===== config.mk =====
export PLATFORM = sky130hd
export DESIGN_NAME = bcd_to_bin_seq
export DESIGN_NICKNAME = d
export VERILOG_FILES = /design/src/rtl/calc_bcd_pkg.sv /design/src/rtl/bcd_sub3.sv /design/src/rtl/bcd_to_bin_seq.sv
export SDC_FILE = /design/constraint.sdc
export NUM_CORES = 1
export LEC_CHECK = 0
export CAP_MARGIN = 40
export CORE_UTILIZATION = 34
export CTS_BUF_LIST = sky130_fd_sc_hd__clkbuf_16
export CTS_CLUSTER_DIAMETER = 100
export DETAILED_ROUTE_END_ITERATION = 12
export PLACE_DENSITY = 0.59
export SKIP_CTS_REPAIR_TIMING = 1
export SLEW_MARGIN = 20
export SYNTH_ARGS = -nofsm -noshare
export SYNTH_HDL_FRONTEND = slang
export SYNTH_SLANG_ARGS = --single-unit

===== constraint.sdc =====
create_clock -name clk -period 2.2 [get_ports clk]
set_input_delay 0.22 -clock clk [delete_from_list [all_inputs] [get_ports clk]]
set_output_delay 0.22 -clock clk [all_outputs]
set_load 0.02 [all_outputs]

===== src/rtl/calc_bcd_pkg.sv =====
// Shared types and constants for the calculator BCD-to-binary path.
package calc_bcd_pkg;

  localparam int DIGIT_W = 4;
  localparam logic [DIGIT_W-1:0] SUB3_THRESH = 4'd8;

  typedef enum logic [1:0] {
    ST_IDLE  = 2'd0,
    ST_SHIFT = 2'd1,
    ST_DONE  = 2'd2
  } state_t;

  // Smallest width that holds every value below 10**digits.
  function automatic int bin_width(input int digits);
    longint p;
    int     w;
    p = 64'sd1;
    for (int i = 0; i < digits; i++) begin
      p = p * 64'sd10;
    end
    w = 0;
    for (int b = 0; b < 63; b++) begin
      if ((64'sd1 << b) < p) begin
        w = b + 1;
      end else begin
        w = w;
      end
    end
    return w;
  endfunction

endpackage


===== src/rtl/bcd_sub3.sv =====
// Reverse double-dabble correction cell: a digit field that reached 8..12 after a
// right shift is pulled back by 3 so it again holds a legal BCD digit.
module bcd_sub3
  import calc_bcd_pkg::*;
(
  input  logic [DIGIT_W-1:0] din,
  output logic [DIGIT_W-1:0] dout
);

  assign dout = (din >= SUB3_THRESH) ? (din - 4'd3) : din;

endmodule


===== src/rtl/bcd_to_bin_seq.sv =====
// Iterative BCD-to-binary converter, one result bit per clock, start/busy/done handshake.
// Optional digit validity check enabled by defining CALC_BCD_CHECK_EN.
module bcd_to_bin_seq
  import calc_bcd_pkg::*;
#(
  parameter int DIGITS = 4,
  parameter int BIN_W  = 14
) (
  input  logic                    clk,
  input  logic                    rst_n,
  input  logic                    start,
  input  logic [DIGIT_W*DIGITS-1:0] bcd_in,
  output logic                    busy,
  output logic                    done,
  output logic [BIN_W-1:0]        bin_out,
  output logic                    err
);

  localparam int BCD_W  = DIGIT_W * DIGITS;
  localparam int WORK_W = BCD_W + BIN_W;
  localparam int CNT_W  = $clog2(BIN_W + 1);

  state_t             state_r;
  logic [WORK_W-1:0]  work_r;
  logic [WORK_W-1:0]  shifted_s;
  logic [WORK_W-1:0]  next_work_s;
  logic [CNT_W-1:0]   cnt_r;
  logic               busy_r;
  logic               done_r;
  logic [BIN_W-1:0]   bin_out_r;
  logic               err_r;
  logic               last_iter_s;

`ifdef CALC_BCD_CHECK_EN
  logic               invalid_r;

  function automatic logic has_bad_digit(input logic [BCD_W-1:0] v);
    logic bad;
    bad = 1'b0;
    for (int i = 0; i < DIGITS; i++) begin
      if (v[i*DIGIT_W +: DIGIT_W] > 4'd9) begin
        bad = 1'b1;
      end else begin
        bad = bad;
      end
    end
    return bad;
  endfunction
`endif

  // The binary result accumulates LSB-first in the low BIN_W bits; digit fields sit above.
  assign shifted_s = {1'b0, work_r[WORK_W-1:1]};
  assign next_work_s[BIN_W-1:0] = shifted_s[BIN_W-1:0];

  for (genvar g = 0; g < DIGITS; g++) begin : g_digit
    bcd_sub3 u_sub3 (
      .din  (shifted_s[BIN_W + g*DIGIT_W +: DIGIT_W]),
      .dout (next_work_s[BIN_W + g*DIGIT_W +: DIGIT_W])
    );
  end

  assign last_iter_s = (cnt_r == CNT_W'(BIN_W - 1));

  // Control FSM, iteration datapath and registered outputs.
  always_ff @(posedge clk or negedge rst_n) begin
    if (!rst_n) begin
      state_r   <= ST_IDLE;
      work_r    <= '0;
      cnt_r     <= '0;
      busy_r    <= 1'b0;
      done_r    <= 1'b0;
      bin_out_r <= '0;
      err_r     <= 1'b0;
`ifdef CALC_BCD_CHECK_EN
      invalid_r <= 1'b0;
`endif
    end else begin
      case (state_r)
        ST_IDLE, ST_DONE: begin
          done_r <= 1'b0;
          if (start) begin
            work_r  <= {bcd_in, {BIN_W{1'b0}}};
            cnt_r   <= '0;
            busy_r  <= 1'b1;
            state_r <= ST_SHIFT;
`ifdef CALC_BCD_CHECK_EN
            invalid_r <= has_bad_digit(bcd_in);
`endif
          end else begin
            busy_r  <= 1'b0;
            state_r <= ST_IDLE;
          end
        end
        ST_SHIFT: begin
          work_r <= next_work_s;
          cnt_r  <= cnt_r + CNT_W'(1);
          if (last_iter_s) begin
            state_r <= ST_DONE;
            busy_r  <= 1'b0;
            done_r  <= 1'b1;
`ifdef CALC_BCD_CHECK_EN
            bin_out_r <= invalid_r ? {BIN_W{1'b0}} : next_work_s[BIN_W-1:0];
            err_r     <= invalid_r;
`else
            bin_out_r <= next_work_s[BIN_W-1:0];
            err_r     <= 1'b0;
`endif
          end else begin
            state_r <= ST_SHIFT;
          end
        end
        default: begin
          state_r <= ST_IDLE;
          busy_r  <= 1'b0;
          done_r  <= 1'b0;
        end
      endcase
    end
  end

  assign busy    = busy_r;
  assign done    = done_r;
  assign bin_out = bin_out_r;
  assign err     = err_r;

endmodule

After elaboration in Yosys (flattened, before gate mapping)
Index checks and enable logic that the tools add are counted.
{ "op_classes": {"n_addsub": 5, "order_cmp": 4, "n_eq_ne": 5, "mux": 16, "reduce_logical": 5} }
{ "ops": {"columns": ["operator", "count"], "rows": [
  ["$pmux W30 S2", 1],
  ["$mux W30", 1],
  ["$mux W4", 5],
  ["$ge A4 B4 Y1 const B", 3],
  ["$sub A4 B2 Y4 const B", 3],
  ["$pmux W4 S2", 1],
  ["$mux W1", 5],
  ["$add A4 B1 Y4 const B", 1],
  ["$eq A4 B4 Y1 const B", 1],
  ["$ge A3 B4 Y1 const B", 1],
  ["$ne A2 B2 Y1 const B", 2],
  ["$pmux W2 S2", 1],
  ["$reduce_and A2 Y1", 2],
  ["$sub A3 B2 Y4 const B", 1],
  ["$eq A2 B1 Y1 const B", 1],
  ["$eq A2 B2 Y1 const B", 1],
  ["$logic_not A2 Y1", 1],
  ["$mux W2", 1],
  ["$pmux W1 S2", 1],
  ["$reduce_bool A2 Y1", 1],
  ["$reduce_or A2 Y1", 1]
]} }
{ "totals": {"ff_bits": 52, "output_inout_bits": 17, "wordCells": 41} }

Logic depth before layout (Yosys ltp)
{ "logic_depth": {"word_depth": 4, "mapped_depth": 6, "mapped_depth_nobuf": 5} }

By module
Synthesis repeated with hierarchy kept, for this count alone.
{ "unflattened": {"cells_unflattened": 209, "hier_area_um2": 2392.3} }
{ "modules_own_cells": {"columns": ["module", "n_inst", "cells_per_inst", "area_each_um2"], "rows": [
  ["bcd_to_bin_seq", 1, 165, 2087.0],
  ["bcd_sub3", 4, 11, 76.3]
]} }

Worst setup path before layout
No wires, ideal clock.
{ "synth_timing": {"path_type": "flip-flop to flip-flop", "startpoint": "register cnt_r[1]", "endpoint": "register bin_out_r[10] (netlist: bin_out[10])", "t_arrival_ns": 1.326, "path_slack_ns": 0.748, "stages_incl_launch_ff": 7, "path_buffers": 1, "synth_period_minus_slack_ns": 1.452, "cell_sequence": "dfrtp_1 inv_1 ha_1 nand3_2 nor2_8 buf_12 mux2_4"} }
{ "synth_via": {"elab_chain_len": 2} }
{ "synth_lines": {"columns": ["item", "line_no", "source"], "rows": [
  ["start: declaration", "bcd_to_bin_seq.sv:27", "logic [CNT_W-1:0] cnt_r;"],
  ["start signal: assignment", "bcd_to_bin_seq.sv:96", "cnt_r <= cnt_r + CNT_W'(1);"],
  ["$eq A4 B4 Y1", "bcd_to_bin_seq.sv:62", "assign last_iter_s = (cnt_r == CNT_W'(BIN_W - 1));"],
  ["$reduce_and A2 Y1 (no line)", null, null],
  ["end signal: assignment", "bcd_to_bin_seq.sv:105", "bin_out_r <= next_work_s[BIN_W-1:0];"],
  ["end: declaration", "bcd_to_bin_seq.sv:30", "logic [BIN_W-1:0] bin_out_r;"]
]} }
Every way passes these cells.
A chain may end at the register's enable or synchronous reset.

Final worst setup path
{ "layout_timing": {"startpoint": "register cnt_r[1]", "endpoint": "register bin_out_r[13] (netlist: bin_out[13])"} }
Same word-level chain as after synthesis.

==> impl_metrics.env <==
export IMPL_cp_end_kind="flip-flop"
export IMPL_slew_headroom_pct=53.2
export IMPL_rsz0062_at_grt="no"
export IMPL_reg2reg_setup_slack_ns=0.58
export IMPL_cts_root_buf="clkbuf_16"
export IMPL_cts_clk_slew_worst_paths_ns=0.06
export IMPL_p_int_mw=2.66
export IMPL_io_pins=36
export IMPL_htree_levels=2
export IMPL_yosysMostFrequentCell="dfrtp_1"
export IMPL_worstReg2RegEnd="bin_out[13]"
export IMPL_synth_edf_count=0
export IMPL_final_antenna_net_count=0
export IMPL_power_leakage_nw=1.30
export IMPL_synth_area_um2=2350
export IMPL_grt_pass1_vias=1475
export IMPL_hpwl_mm=2.79
export IMPL_drv_slew=0
export IMPL_tightestPinTransition_ns=0.702
export IMPL_ys_types=33
export IMPL_arrival_ns=1.79
export IMPL_finish_instance_area_um2=2840
export IMPL_clkPwrFrac_pct=17.7
export IMPL_worst_slack_ns=0.575
export IMPL_grt_pass1_wl_mm=7.44
export IMPL_dieWidth_um=85.2
export IMPL_nNetsFinal=249
export IMPL_synth_nets=218
export IMPL_critPathMaxFanout=15
export IMPL_synth_largest_area_cell="dfrtp_1"
export IMPL_remaining_drc_errors=0
export IMPL_floorplan_initialDensity_pct=36.2
export IMPL_holdWs_ns=0.0390
export IMPL_clk_path_buf_depth=2
export IMPL_p_sw_share_pct=35.4
export IMPL_grt_usage_pct=13.2
export IMPL_r2r_cells=5
export IMPL_dr_pass1_iters=4
export IMPL_powerDensity_nw_per_um2=1450
export IMPL_power_frac_comb_pct=41.2
export IMPL_gp_congestion=0.686
export IMPL_antenna_found_initial=0
export IMPL_grt_overflow_total=0
export IMPL_totalPowerFinal_mw=4.12
export IMPL_std_cell_rows=29
export IMPL_fin_worst_skew_ns=0.00399
export IMPL_slowest_stage="dfrtp_1"
export IMPL_synth_async_reset_ratio_pct=100
export IMPL_ir_worst_vdd_mv=0.614
export IMPL_worst_path_largest_cell_delay_ns=0.41
export IMPL_grt_start_max_net_pins=52
export IMPL_status="finished clean"
export IMPL_diodes=0
export IMPL_drt_vias_per_instance=5.05
export IMPL_dpl_cell_count=292
export IMPL_die_area_um2=7250
export IMPL_cts_sinks=51
export IMPL_areaGrowthSynthToFinish_pct=20.8
export IMPL_worstSetupPathType="flip-flop to flip-flop"
export IMPL_core_area_um2=6490
export IMPL_drtIter0Drc=73
export IMPL_drv_cap=0
export IMPL_finish_utilization_pct=43.7
export IMPL_clk_latency_ns=0.28
export IMPL_path_cells="inv_1 -> ha_1 -> nand3_2 -> nor2_8 -> mux2_2"
export IMPL_post_place_ws_ns=0.512
export IMPL_netlist_instances=191
export IMPL_synth_commonest_cells="dfrtp_1, nand2_1, a22o_1"
export IMPL_ys_warnings_count=0
export IMPL_finalNonFillerCells=300
export IMPL_die_h_um=85.2
export IMPL_final_setup_viol_count=0
export IMPL_p_switching_mw=1.46
export IMPL_vias=1514
export IMPL_io_buffers=34
export IMPL_numCtsBuffers=5
export IMPL_worstPathBufferInverterCount=1
export IMPL_rr_startpoint="cnt_r[1]"
export IMPL_timing_final_crit_share_pct=73.8
export IMPL_seq_area_frac_synth_pct=54.3
export IMPL_fmax_ghz=0.616
export IMPL_wl_per_cell_um=14.5
export IMPL_pwr_share_seq_pct=41.2
export IMPL_cts_tree="yes"
export IMPL_drt_wl_total_mm=4.35
export IMPL_worst_setup_path_start_kind="flip-flop"
export IMPL_path_delay_family="simple AND/OR/NAND/NOR gates"
export IMPL_drive_above_1_share_pct=13.0
export IMPL_nFillCells=606
export IMPL_ys_ff_latch=51
export IMPL_holdCritPathClass="input port to async pin"
export IMPL_yosysTopAreaCellShare_pct=54.3
export IMPL_synth_area_leaders="dfrtp_1, mux2_4, a22o_1"
export IMPL_avgSynthCellArea_um2=12.3
export IMPL_place_area_um2=2700
export IMPL_setup_tns_ns=0
export IMPL_synth_ff_type="dfrtp_1"
export IMPL_hold_viol=0
export IMPL_period_needed_ns=1.62
export IMPL_cp_required_ns=2.37
## cells in the final DEF, fill, tap and decap left out
cell              n
clkinv_2          1
nand2_1          21
clkdlybuf4s50_1  33
nor2_1            6
o21ai_0           1
buf_4             5
conb_1            1
o211ai_1          3
o211a_1           3
o2bb2ai_1         1
a311oi_1          1
a31oi_1           3
mux2_2            5
o22ai_1           3
buf_2             1
nand4_1           3
nand3_2           1
and2b_1           1
dfrtp_1          51
inv_1            10
a21oi_1           3
a22o_1           14
a22oi_1           3
nor2_8            2
nor2b_1           4
ha_1              8
xnor2_1           6
mux2_4            9
mux2i_1           2
nand2b_1          2
clkbuf_16         5
a221o_1           3
nand3_1           8
## power groups by stage
stage	sequential, mW	combinational [mW]	clock [mW]
5_1_grt	1.76	1.89	0.801
3_5_place_dp	1.71	1.71	0
3_3_place_gp	1.70	1.68	0
6_report	1.70	1.70	0.729
2_1_floorplan	1.77	1.16	0
4_1_cts	1.70	1.72	0.756
## per-layer routing
layer / wire length [µm] / global-route usage, %
met5: 0 / 0
met4: 28 / 3.24
met3: 211 / 3.89
met2: 1920 / 18.1
met1: 2190 / 20.2
## worst max path at each step
stage / from / to / slack, ns / depth (start not counted)
after global routing: cnt_r[1] / bin_out[13] / 0.47 / 5
after CTS: cnt_r[1] / bin_out[13] / 0.55 / 5
after global placement: start / work_r[19] / 0.54 / 5
after floorplan: cnt_r[1] / bin_out[10] / 0.75 / 6
final: cnt_r[1] / bin_out[13] / 0.58 / 5
after detailed placement: start / work_r[15] / 0.51 / 5
## worst register-to-register path, cell delays in order (launching register included)
cell	delay, ns
dfrtp_1	0.41
inv_1	0.07
ha_1	0.15
nand3_2	0.17
nor2_8	0.32
mux2_2	0.39
## cells by family after synthesis
| family | count (synthesis) | synth area share (%) |
|---|---|---|
| compound gates | 38 | 12.9 |
| xor+xnor | 6 | 2.24 |
| fa+ha+maj | 8 | 4.26 |
| buf+inv | 23 | 6.33 |
| flops | 51 | 54.3 |
| mux | 16 | 8.99 |
| other cells | 1 | 0.160 |
| simple gates | 48 | 10.9 |
## sequential cells by signal, indices dropped and copies added (netlist names)
signal,cells
work_r,29
state_r,2
done,1
busy,1
bin_out,14
cnt_r,4
## area by class of cell
class / instances / area (µm²) / share of cell area [%]
well taps: 77 / 96.3 / 3.39
clock inverters: 3 / 12.5 / 0.441
repair buffers: 39 / 373 / 13.1
flip-flops and latches: 51 / 1280 / 45.0
inverters: 8 / 30.0 / 1.06
clock buffers: 5 / 125 / 4.41
multi-input cells: 117 / 926 / 32.6
Note: power is estimated with default switching activity, not from simulation.
